## src/rtl/write_amble_gen.sv

```systemverilog
// DDR5 write DQS strobe generator: preamble, toggling data phase, postamble, interamble merging.
// Define WR_AMBLE_STATS_EN to add saturating interamble / seamless-burst event counters.
module write_amble_gen #(
    parameter int unsigned SER_W = 2,
    parameter int unsigned PAT_W = 8,
    parameter int unsigned CYC_W = 3,
    parameter int unsigned GAP_W = 4,
    parameter int unsigned LEN_W = 4
) (
    input  logic             clk_i,
    input  logic             rst_i,
    input  logic [PAT_W-1:0] cfg_pre_pattern_i,
    input  logic [CYC_W-1:0] cfg_pre_cyc_i,
    input  logic [PAT_W-1:0] cfg_post_pattern_i,
    input  logic [CYC_W-1:0] cfg_post_cyc_i,
    input  logic             wr_valid_i,
    output logic             wr_ready_o,
    input  logic [GAP_W-1:0] wr_gap_i,
    input  logic [LEN_W-1:0] wr_len_i,
    output logic [SER_W-1:0] dqs_bits_o,
    output logic             dqs_oe_o,
    output logic             data_phase_o,
    output logic             interamble_o,
    output logic             busy_o
`ifdef WR_AMBLE_STATS_EN
    ,
    output logic [15:0]      stat_inter_cnt_o,
    output logic [15:0]      stat_seamless_cnt_o
`endif
);

    localparam int unsigned MAX_CYC = PAT_W / SER_W;

    // Slot n (1-based, counting down) of an MSB-first pattern.
    function automatic logic [SER_W-1:0] amble_slot(logic [PAT_W-1:0] pat, int unsigned n);
        logic [SER_W-1:0] s;
        s = '0;
        for (int unsigned i = 0; i < MAX_CYC; i++) begin
            if (n == i + 1) s = pat[i*SER_W +: SER_W];
        end
        return s;
    endfunction

    function automatic logic [SER_W-1:0] toggle_pat();
        logic [SER_W-1:0] p;
        for (int i = 0; i < SER_W; i++) p[i] = 1'(i % 2);
        return p;
    endfunction

    localparam logic [SER_W-1:0] DATA_PAT = toggle_pat();

    typedef enum logic [1:0] {StIdle, StGap, StData, StPost} state_e;

    state_e           state_q, state_d;
    logic [GAP_W-1:0] gap_cnt_q, gap_cnt_d;
    logic [GAP_W-1:0] gap_tot_q, gap_tot_d;
    logic             from_data_q, from_data_d;
    logic [LEN_W-1:0] len_cnt_q, len_cnt_d;
    logic [CYC_W-1:0] post_cnt_q, post_cnt_d;
    logic             pend_valid_q, pend_valid_d;
    logic [GAP_W-1:0] pend_gap_q, pend_gap_d;
    logic [LEN_W-1:0] pend_len_q, pend_len_d;

    logic [SER_W-1:0] dqs_bits_d;
    logic             dqs_oe_d, data_phase_d, interamble_d, busy_d, wr_ready_d;

    logic [CYC_W-1:0] pre_eff, post_eff;
    logic             accept, has_next, nxt_from;
    logic [GAP_W-1:0] nxt_gap;
    logic [LEN_W-1:0] nxt_len, len_in;
    int unsigned      rem, elapsed;

    always_comb begin
        pre_eff  = cfg_pre_cyc_i;
        post_eff = cfg_post_cyc_i;
        if (32'(cfg_pre_cyc_i) > MAX_CYC) pre_eff = CYC_W'(MAX_CYC);
        if (32'(cfg_post_cyc_i) > MAX_CYC) post_eff = CYC_W'(MAX_CYC);
    end

    assign accept = wr_valid_i & wr_ready_o;
    assign len_in = (wr_len_i == '0) ? LEN_W'(1) : wr_len_i;

    always_comb begin
        state_d      = state_q;
        gap_cnt_d    = gap_cnt_q;
        gap_tot_d    = gap_tot_q;
        from_data_d  = from_data_q;
        len_cnt_d    = len_cnt_q;
        post_cnt_d   = post_cnt_q;
        pend_valid_d = pend_valid_q;
        pend_gap_d   = pend_gap_q;
        pend_len_d   = pend_len_q;
        has_next     = 1'b0;
        nxt_from     = 1'b0;
        nxt_gap      = wr_gap_i;
        nxt_len      = len_in;

        case (state_q)
            StIdle: begin
                if (accept) has_next = 1'b1;
            end
            StPost: begin
                // A new request abandons the rest of the postamble.
                if (accept) begin
                    has_next = 1'b1;
                end else if (post_cnt_q <= CYC_W'(1)) begin
                    state_d = StIdle;
                end else begin
                    post_cnt_d = post_cnt_q - CYC_W'(1);
                end
            end
            StGap: begin
                if (accept) begin
                    pend_valid_d = 1'b1;
                    pend_gap_d   = wr_gap_i;
                    pend_len_d   = len_in;
                end
                if (gap_cnt_q == GAP_W'(1)) state_d = StData;
                else gap_cnt_d = gap_cnt_q - GAP_W'(1);
            end
            StData: begin
                if (len_cnt_q == LEN_W'(1)) begin
                    if (pend_valid_q) begin
                        has_next     = 1'b1;
                        nxt_from     = 1'b1;
                        nxt_gap      = pend_gap_q;
                        nxt_len      = pend_len_q;
                        pend_valid_d = 1'b0;
                    end else if (accept) begin
                        has_next = 1'b1;
                        nxt_from = 1'b1;
                    end else if (post_eff != '0) begin
                        state_d    = StPost;
                        post_cnt_d = post_eff;
                    end else begin
                        state_d = StIdle;
                    end
                end else begin
                    len_cnt_d = len_cnt_q - LEN_W'(1);
                    if (accept) begin
                        pend_valid_d = 1'b1;
                        pend_gap_d   = wr_gap_i;
                        pend_len_d   = len_in;
                    end
                end
            end
            default: state_d = StIdle;
        endcase

        if (has_next) begin
            gap_cnt_d   = nxt_gap;
            gap_tot_d   = nxt_gap;
            from_data_d = nxt_from;
            len_cnt_d   = nxt_len;
            state_d     = (nxt_gap == '0) ? StData : StGap;
        end
    end

    // Outputs are derived from the next state so the registered slot lines up with it.
    always_comb begin
        dqs_bits_d   = '0;
        dqs_oe_d     = 1'b0;
        data_phase_d = 1'b0;
        interamble_d = 1'b0;
        rem          = 32'(gap_cnt_d);
        elapsed      = 32'(gap_tot_d) - rem;
        case (state_d)
            StGap: begin
                if (rem <= 32'(pre_eff)) begin
                    dqs_bits_d = amble_slot(cfg_pre_pattern_i, rem);
                    dqs_oe_d   = 1'b1;
                end else if (from_data_d && (elapsed < 32'(post_eff))) begin
                    dqs_bits_d = amble_slot(cfg_post_pattern_i, 32'(post_eff) - elapsed);
                    dqs_oe_d   = 1'b1;
                end
                interamble_d = from_data_d &&
                               (32'(gap_tot_d) < (32'(pre_eff) + 32'(post_eff)));
            end
            StData: begin
                dqs_bits_d   = DATA_PAT;
                dqs_oe_d     = 1'b1;
                data_phase_d = 1'b1;
            end
            StPost: begin
                dqs_bits_d = amble_slot(cfg_post_pattern_i, 32'(post_cnt_d));
                dqs_oe_d   = 1'b1;
            end
            default: ;
        endcase
        busy_d     = (state_d != StIdle) || pend_valid_d;
        wr_ready_d = (state_d == StIdle) || (state_d == StPost) || !pend_valid_d;
    end

    always_ff @(posedge clk_i or posedge rst_i) begin
        if (rst_i) begin
            state_q      <= StIdle;
            gap_cnt_q    <= '0;
            gap_tot_q    <= '0;
            from_data_q  <= 1'b0;
            len_cnt_q    <= '0;
            post_cnt_q   <= '0;
            pend_valid_q <= 1'b0;
            pend_gap_q   <= '0;
            pend_len_q   <= '0;
            dqs_bits_o   <= '0;
            dqs_oe_o     <= 1'b0;
            data_phase_o <= 1'b0;
            interamble_o <= 1'b0;
            busy_o       <= 1'b0;
            wr_ready_o   <= 1'b1;
        end else begin
            state_q      <= state_d;
            gap_cnt_q    <= gap_cnt_d;
            gap_tot_q    <= gap_tot_d;
            from_data_q  <= from_data_d;
            len_cnt_q    <= len_cnt_d;
            post_cnt_q   <= post_cnt_d;
            pend_valid_q <= pend_valid_d;
            pend_gap_q   <= pend_gap_d;
            pend_len_q   <= pend_len_d;
            dqs_bits_o   <= dqs_bits_d;
            dqs_oe_o     <= dqs_oe_d;
            data_phase_o <= data_phase_d;
            interamble_o <= interamble_d;
            busy_o       <= busy_d;
            wr_ready_o   <= wr_ready_d;
        end
    end

`ifdef WR_AMBLE_STATS_EN
    logic inter_evt, seam_evt;

    // Only a DATA->GAP transition can start an interamble; DATA->DATA is a gap-0 chain.
    assign inter_evt = (state_q == StData) && (state_d == StGap) && interamble_d;
    assign seam_evt  = (state_q == StData) && (state_d == StData) && (len_cnt_q == LEN_W'(1));

    always_ff @(posedge clk_i or posedge rst_i) begin
        if (rst_i) begin
            stat_inter_cnt_o    <= '0;
            stat_seamless_cnt_o <= '0;
        end else begin
            if (inter_evt && (stat_inter_cnt_o != 16'hFFFF)) begin
                stat_inter_cnt_o <= stat_inter_cnt_o + 16'd1;
            end
            if (seam_evt && (stat_seamless_cnt_o != 16'hFFFF)) begin
                stat_seamless_cnt_o <= stat_seamless_cnt_o + 16'd1;
            end
        end
    end
`endif

endmodule

```

## config.mk

```make
export PLATFORM = sky130hd
export DESIGN_NAME = write_amble_gen
export DESIGN_NICKNAME = d
export VERILOG_FILES = /design/src/rtl/write_amble_gen.sv
export SDC_FILE = /design/constraint.sdc
export NUM_CORES = 1
export LEC_CHECK = 0
export CAP_MARGIN = 20
export CORE_ASPECT_RATIO = 1.4
export CORE_MARGIN = 3
export CORE_UTILIZATION = 67
export CTS_CLUSTER_SIZE = 8
export DETAILED_ROUTE_END_ITERATION = 6
export DONT_BUFFER_PORTS = 1
export GPL_TIMING_DRIVEN = 0
export PLACE_DENSITY = 0.89
export SYNTH_ARGS = -nofsm -noshare
export SYNTH_HDL_FRONTEND = slang
export SYNTH_SLANG_ARGS = --single-unit
```

## constraint.sdc

```tcl
create_clock -name clk_i -period 7.7 [get_ports clk_i]
set_clock_uncertainty 0.05 [all_clocks]
set_input_delay 0.77 -clock clk_i [delete_from_list [all_inputs] [get_ports clk_i]]
set_output_delay 0.77 -clock clk_i [all_outputs]
set_load 0.01 [all_outputs]
```

==> results of run 1 <==
[worst max-delay path: stages, from the launching register on]
cell and delay [ns]:
sky130_fd_sc_hd__dfrtp_1 0.45, sky130_fd_sc_hd__inv_1 0.10, sky130_fd_sc_hd__ha_1 0.21, sky130_fd_sc_hd__and4bb_1 0.20, sky130_fd_sc_hd__buf_6 0.14, sky130_fd_sc_hd__a2bb2oi_4 0.22, sky130_fd_sc_hd__or2_1 0.15, sky130_fd_sc_hd__buf_4 0.17
sky130_fd_sc_hd__mux2_2 0.40, sky130_fd_sc_hd__inv_1 0.13, sky130_fd_sc_hd__ha_1 0.25, sky130_fd_sc_hd__inv_1 0.06, sky130_fd_sc_hd__ha_1 0.17, sky130_fd_sc_hd__a31oi_1 0.24, sky130_fd_sc_hd__xnor2_1 0.18, sky130_fd_sc_hd__inv_1 0.07
sky130_fd_sc_hd__ha_1 0.35, sky130_fd_sc_hd__xnor2_1 0.30, sky130_fd_sc_hd__nand3_1 0.11, sky130_fd_sc_hd__o21ai_0 0.08, sky130_fd_sc_hd__a21oi_1 0.11, sky130_fd_sc_hd__nor3b_1 0.18, sky130_fd_sc_hd__nand4b_1 0.12, sky130_fd_sc_hd__o21ai_1 0.13
[worst max-delay path by stage]
| stage | to | slack [ns] | depth (start not counted) | from |
|---|---|---|---|---|
| 4_1_cts | dqs_bits_o[0]$_DFF_PP0_ | 3.06 | 23 | state_q[0]$_DFF_PP0_ |
| 3_3_place_gp | dqs_bits_o[0]$_DFF_PP0_ | 3.19 | 20 | wr_valid_i |
| 5_1_grt | dqs_bits_o[0]$_DFF_PP0_ | 2.66 | 23 | state_q[0]$_DFF_PP0_ |
| 3_5_place_dp | dqs_bits_o[0]$_DFF_PP0_ | 3.08 | 23 | state_q[0]$_DFF_PP0_ |
| 6_report | dqs_bits_o[0]$_DFF_PP0_ | 3.04 | 23 | state_q[0]$_DFF_PP0_ |
| 2_1_floorplan | dqs_bits_o[0]$_DFF_PP0_ | 3.57 | 18 | wr_valid_i |
[state kept, by name (all words and copies together), names as in the netlist]
name          cells
pend_valid_q      1
interamble_o      1
dqs_bits_o        2
busy_o            1
from_data_q       1
gap_tot_q         4
pend_gap_q        4
dqs_oe_o          1
data_phase_o      1
wr_ready_o        1
len_cnt_q         4
state_q           2
pend_len_q        4
post_cnt_q        3
gap_cnt_q         4
[kinds of logic (layout without fill, tap and decap cells)]
family,after synthesis,in the layout,share of synthesized area
xor+xnor,10,10,0.02994
mux,27,27,0.09795
flops,34,34,0.2913
fa+ha+maj,34,34,0.1506
simple gates,103,103,0.1865
buf+inv,41,50,0.05688
compound gates,73,73,0.1869
[cell type report]
type / count / area, um^2
Multi-Input combinational cell: 247 / 1907
Timing Repair Buffer: 1 / 27.53
Clock inverter: 2 / 16.27
Clock buffer: 6 / 82.58
Tap cell: 43 / 53.80
Inverter: 34 / 127.6
Buffer: 7 / 38.79
Sequential cell: 34 / 852.1
Fill cell: 308 / 948.4
[metrics by stage]
stage          worst slack [ns]  cells  utilization  hold slack [ns]  area [um^2]
6_report                  3.042    374       0.7660           0.4040         3105
5_1_grt                   2.661    374       0.7660           0.4443         3105
4_1_cts                   3.058    374       0.7660           0.4200         3105
3_5_place_dp              3.084    366       0.7417           0.4490         3007
3_3_place_gp              3.185    365       0.7349           0.4395         2979
2_1_floorplan             3.570    322            -           0.4300         2925
[per-layer routing]
layer  vias to the layer above  wire length (um)  GRT usage
met1                      1182              2432     0.3012
li1                       1168                 -          -
met2                        73              3484     0.4690
met3                        20               262    0.05077
met5                         -                 0          0
met4                         0               189     0.1139
[cells in the final DEF, fill, tap and decap left out, drive strengths merged, types with 2 or more instances in the layout]
master	n
nor3b	2
a211oi	3
or3b	3
and3	2
nand2	22
nand2b	5
a2111oi	2
mux2	13
dfrtp	33
nor2b	9
a21oi	18
ha	32
and4bb	2
o21ai	14
xnor2	7
buf	4
a2bb2oi	2
a21o	3
nand3	9
xor2	3
fa	2
inv	35
a32oi	2
nor2	26
o2111ai	2
a211o	2
a21boi	3
or2	2
nor4	4
a31oi	4
and4	2
mux2i	14
clkbuf	10
o311ai	3
nor3	10
==> results.md, run 1 <==
* Worst r2r src: state_q[0]$_DFF_PP0_
* Antenna violations before repair at 0
* Clock Sink Count at 34
* Post-CTS resize count at 0
* Hold WC Path Type: input port to asynchronous set/reset pin
* Endpoints failing hold at 0
* # port buffers at 0
* Setup crit start kind: register
* Final critical-path share of the clock period at 0.6049
* Buffer depth of the longest clock path at 2
* Cell with the most instances after synthesis: sky130_fd_sc_hd__inv_1
* Post-detailed-route wirelength per cell at 17.03 um
* Sequential element share of the synthesized area at 0.2913
* Layout cells sized above 1 at 0.1148
* Detailed-routing iteration count for the pre-antenna-repair pass at 4
* DR DRC count at 0
* Max Freq at 214.7 MHz
* Post-synth cell types at 68
* Actual transition at the worst max-transition pin at 0.8163 ns
* Largest cells by area after synthesis: sky130_fd_sc_hd__dfrtp_1 28%, sky130_fd_sc_hd__ha_1 14%, sky130_fd_sc_hd__mux2_2 5.0%, sky130_fd_sc_hd__mux2i_1 4.8%, sky130_fd_sc_hd__inv_1 4.4%
* Clock-pin slew reported for the worst setup and hold paths after clock tree synthesis at 0.08 ns
* Root buffer cell: sky130_fd_sc_hd__clkbuf_8
* RD Place Congestion at 0.8892
* Number of hold-repair buffers added at the cts stage at 0
* Final antenna diode count at 0
* Number of pins with negative max-slew slack in the final report at 0
* DR vias at 2443
* 1st-iter DRT viols at 110
* Post-synthesis to final-layout area growth at 6.159%
* Max-capacitance violation count at 0
* Post-Syn Instances at 322
* Area fraction of the dominant cell type after synthesis at 0.2823
* Largest fanout on the critical path at 10
* Die X at 61.85 um
* Maximum number of pins on one net before global-route repair at 20
* Number of nets in the synthesized netlist at 389
* Cell area after synthesis at 0.002925 mm^2
* Final wirelength at 6368 um
* Fraction of registers with async set/reset at 1.000
* Insertion delay to the later sink of the worst-skew pair at 0.29 ns
* Number of rows in the core area at 27
* Initial Util at 0.7216
* Number of synthesized flops with an enable pin at 0
* NumNets Final at 397
* Number of buffers inserted during clock tree synthesis at 5
* RSZ-0062 raised after global routing: false
* CP required at 7.88 ns
* Post-CTS setup repair buffer count at 0
* Global-route wire length before repair at 10630 um
* Reg2Reg Setup Slack at 3.04 ns
* Total Negative Setup Slacks at 0 ns
* Endpoint class of the critical path: register
* Die H at 84.18 um
* Final setup violation count at 0
* Placeable core region at 0.004054 mm^2
* Run status: finished clean
* Post-DP HPWL at 5186 um
* Library cell with the largest summed area after synthesis: sky130_fd_sc_hd__dfrtp_1
* Critical setup path kind: register to register
* Overflow left after global routing at 0
* Arr. time, crit path at 4.83 ns
* CTS H-tree depth at 2
* DRT antenna net count at 0
* Yosys Warn Count at 0
* Final Critical Period at 4.658 ns
* Mean cell area of the mapped netlist at 9.085 um^2
* Number of cells traversed by the worst register-to-register path at 23
* Area of the die at 0.005206 mm^2
* Primary FF master, synth: sky130_fd_sc_hd__dfrtp_1
* Vias in the first global route at 2393
* Global router's overall resource usage at 0.2678
* I/O pin cnt at 40
* Vias per Instance at 6.532
* Capturing point of the worst reg2reg path: dqs_bits_o[0]$_DFF_PP0_
* Most common library cells after synthesis: 34 x sky130_fd_sc_hd__inv_1, 33 x sky130_fd_sc_hd__dfrtp_1, 32 x sky130_fd_sc_hd__ha_1
* TritonCTS clock tree: yes
* Normalized max-slew margin at 0.4472
* Number of synthesized register bits at 34
Power of run 1 is left out: the tool's default activity adds up to more than one toggle a clock period on the data nets, which glitch-free logic cannot reach.
==> run 2: changes to the inputs <==
Settings changed: CORE_UTILIZATION 67 to 64, PLACE_DENSITY 0.89 to 0.86.
Clock period 7.7 ns to 4.8 ns, I/O delays scaled along.
==> run 2 against run 1 <==
Maximum frequency rose by 3.4%. Highest routed layer unchanged. Die area grew 4.3%. Register-to-register slack worse by 2.7 ns. Cell count is 5.1% higher. Sequential cell count is the same. Largest cell class unchanged.
==> results.md, run 2 (same netlist as run 1, synthesis figures left out) <==
* Number of buffers inserted during clock tree synthesis at 5
* CP required at 4.96 ns
* Post-detailed-route wirelength per cell at 16.24 um
* TritonCTS clock tree: yes
* Buffer depth of the longest clock path at 2
* Post-DP HPWL at 5189 um
* Final antenna diode count at 0
* Normalized max-slew margin at 0.4270
* Die X at 63.14 um
* Number of standard cells in the final layout excluding fillers at 393
* Number of hold-repair buffers added at the cts stage at 0
* Area of the die at 0.005430 mm^2
* 1st-iter DRT viols at 127
* Initial Util at 0.6789
* Detailed-routing iteration count for the pre-antenna-repair pass at 4
* Die H at 86.00 um
* # port buffers at 0
* Clock-pin slew reported for the worst setup and hold paths after clock tree synthesis at 0.07 ns
* Layout cells sized above 1 at 0.1381
* Vias per Instance at 6.135
* Global router's overall resource usage at 0.2529
* Fillcell total at 328
* Cell with the largest stage delay on the worst path: sky130_fd_sc_hd__or3b_2
* RD Place Congestion at 0.9082
* Setup crit start kind: register
* Total Negative Setup Slacks at 0 ns
* Vias in the first global route at 2436
* Global-route wire length before repair at 10900 um
* Actual transition at the worst max-transition pin at 0.8461 ns
* Placeable core region at 0.004309 mm^2
* Max-capacitance violation count at 0
* Final Critical Period at 4.505 ns
* Post-synthesis to final-layout area growth at 7.998%
* Overflow left after global routing at 0
* NumNets Final at 399
* RSZ-0062 raised after global routing: false
* DR DRC count at 0
* Endpoints failing hold at 0
* Final setup violation count at 0
* Crit-path max cell delay at 0.45 ns
* Top Family by Delay on Critical Path: adder cells
* Largest fanout on the critical path at 10
* Hold WC Path Type: input port to asynchronous set/reset pin
* Most common library cell in the layout ignoring fill and taps: sky130_fd_sc_hd__inv_1
* Endpoint class of the critical path: register
* Clock Sink Count at 34
* Maximum number of pins on one net before global-route repair at 22
* DP Cell Count at 383
* Arr. time, crit path at 4.66 ns
* Critical setup path kind: register to register
* Final critical-path share of the clock period at 0.9385
* CTS H-tree depth at 2
* Number of rows in the core area at 28
* Buffer and inverter count on the worst path at 6
* Ordered cell list for the critical path: inv_1 -> ha_1 -> and4bb_1 -> buf_6 -> a2bb2oi_4 -> or2_1 -> buf_4 -> mux2_2 -> inv_2 -> ha_2 -> inv_1 -> ha_1 -> a31oi_2 -> xnor2_1 -> inv_1 -> ha_2 -> o21ai_0 -> or3b_2 -> mux2i_1 -> nand4b_1 -> o21ai_1
* Number of pins with negative max-slew slack in the final report at 0
* DR vias at 2411
* Root buffer cell: sky130_fd_sc_hd__clkbuf_8
* Cell mode on critical path: sky130_fd_sc_hd__inv_1
* Antenna violations before repair at 0
* Insertion delay to the later sink of the worst-skew pair at 0.29 ns
* Commonest cells after routing, fill and taps aside: 33 x sky130_fd_sc_hd__inv_1, 32 x sky130_fd_sc_hd__dfrtp_1, 30 x sky130_fd_sc_hd__ha_1, 26 x sky130_fd_sc_hd__nor2_1, 21 x sky130_fd_sc_hd__nand2_1
* Run status: finished clean
* Final wirelength at 6383 um
* DRT antenna net count at 0
* Max Freq at 222.0 MHz
* I/O pin cnt at 40
## run 2: cell types whose count changed in the layout (fill, tap and decap cells not counted), sizes merged
cell	delta
buf	+2
clkbuf	+1
clkinv	+1
clkinvlp	-1
inv	-1
## run 2: cell type report
class	instances	area, um^2	area share
multi-input cells	247	1931	0.6111
flip-flops and latches	34	853.3	0.2701
inverters	34	127.6	0.04040
clock buffers	7	86.33	0.02733
well taps	60	75.07	0.02376
repair buffers	3	42.54	0.01347
plain buffers	7	38.79	0.01228
clock inverters	1	5.005	0.001584
## run 2: routing by layer
metal	routed length (um)	share of wire	global-route usage	vias up
li1	-	-	-	1174
met1	2460	0.39	0.2800	1141
met2	3362	0.53	0.4582	80
met3	346	0.054	0.03670	16
met4	213	0.033	0.1426	0
met5	0	0	0	-
## run 2: worst paths after layout
path	to	slack (ns)	start	cells past startpoint
min in group clk_i	pend_gap_q[3]$_DFFE_PP0P_	0.29	wr_gap_i[3]	1
worst max-delay path	dqs_bits_o[0]$_DFF_PP0_	0.30	state_q[0]$_DFF_PP0_	21
worst min register to register	pend_len_q[2]$_DFFE_PP0P_	0.46	pend_len_q[2]$_DFFE_PP0P_	1
worst max register to register	dqs_bits_o[0]$_DFF_PP0_	0.30	state_q[0]$_DFF_PP0_	21
max in group asynchronous	pend_gap_q[2]$_DFFE_PP0P_	4.11	rst_i	2
worst min-delay path	busy_o$_DFF_PP0_	0.09	rst_i	1
## run 2: what timing repair did
| item | CTS | global route |
|---|---|---|
| endpoints found under the setup margin | 0 | 2 |
| setup buffers | 0 | 2 |
| gates resized for setup | 0 | 8 |
## run 2: stage by stage
stage          cell area, um^2    util  hold WS, ns  setup slack (ns)
2_1_floorplan             2925       -       0.4300            0.7283
3_3_place_gp              3000  0.6963       0.4398            0.2319
3_5_place_dp              3028  0.7027       0.4164            0.1458
4_1_cts                   3119  0.7239       0.1047            0.1069
5_1_grt                   3159  0.7332       0.1289          0.006625
6_report                  3159  0.7332      0.08546            0.2951
Power of run 2 is left out for the same reason.
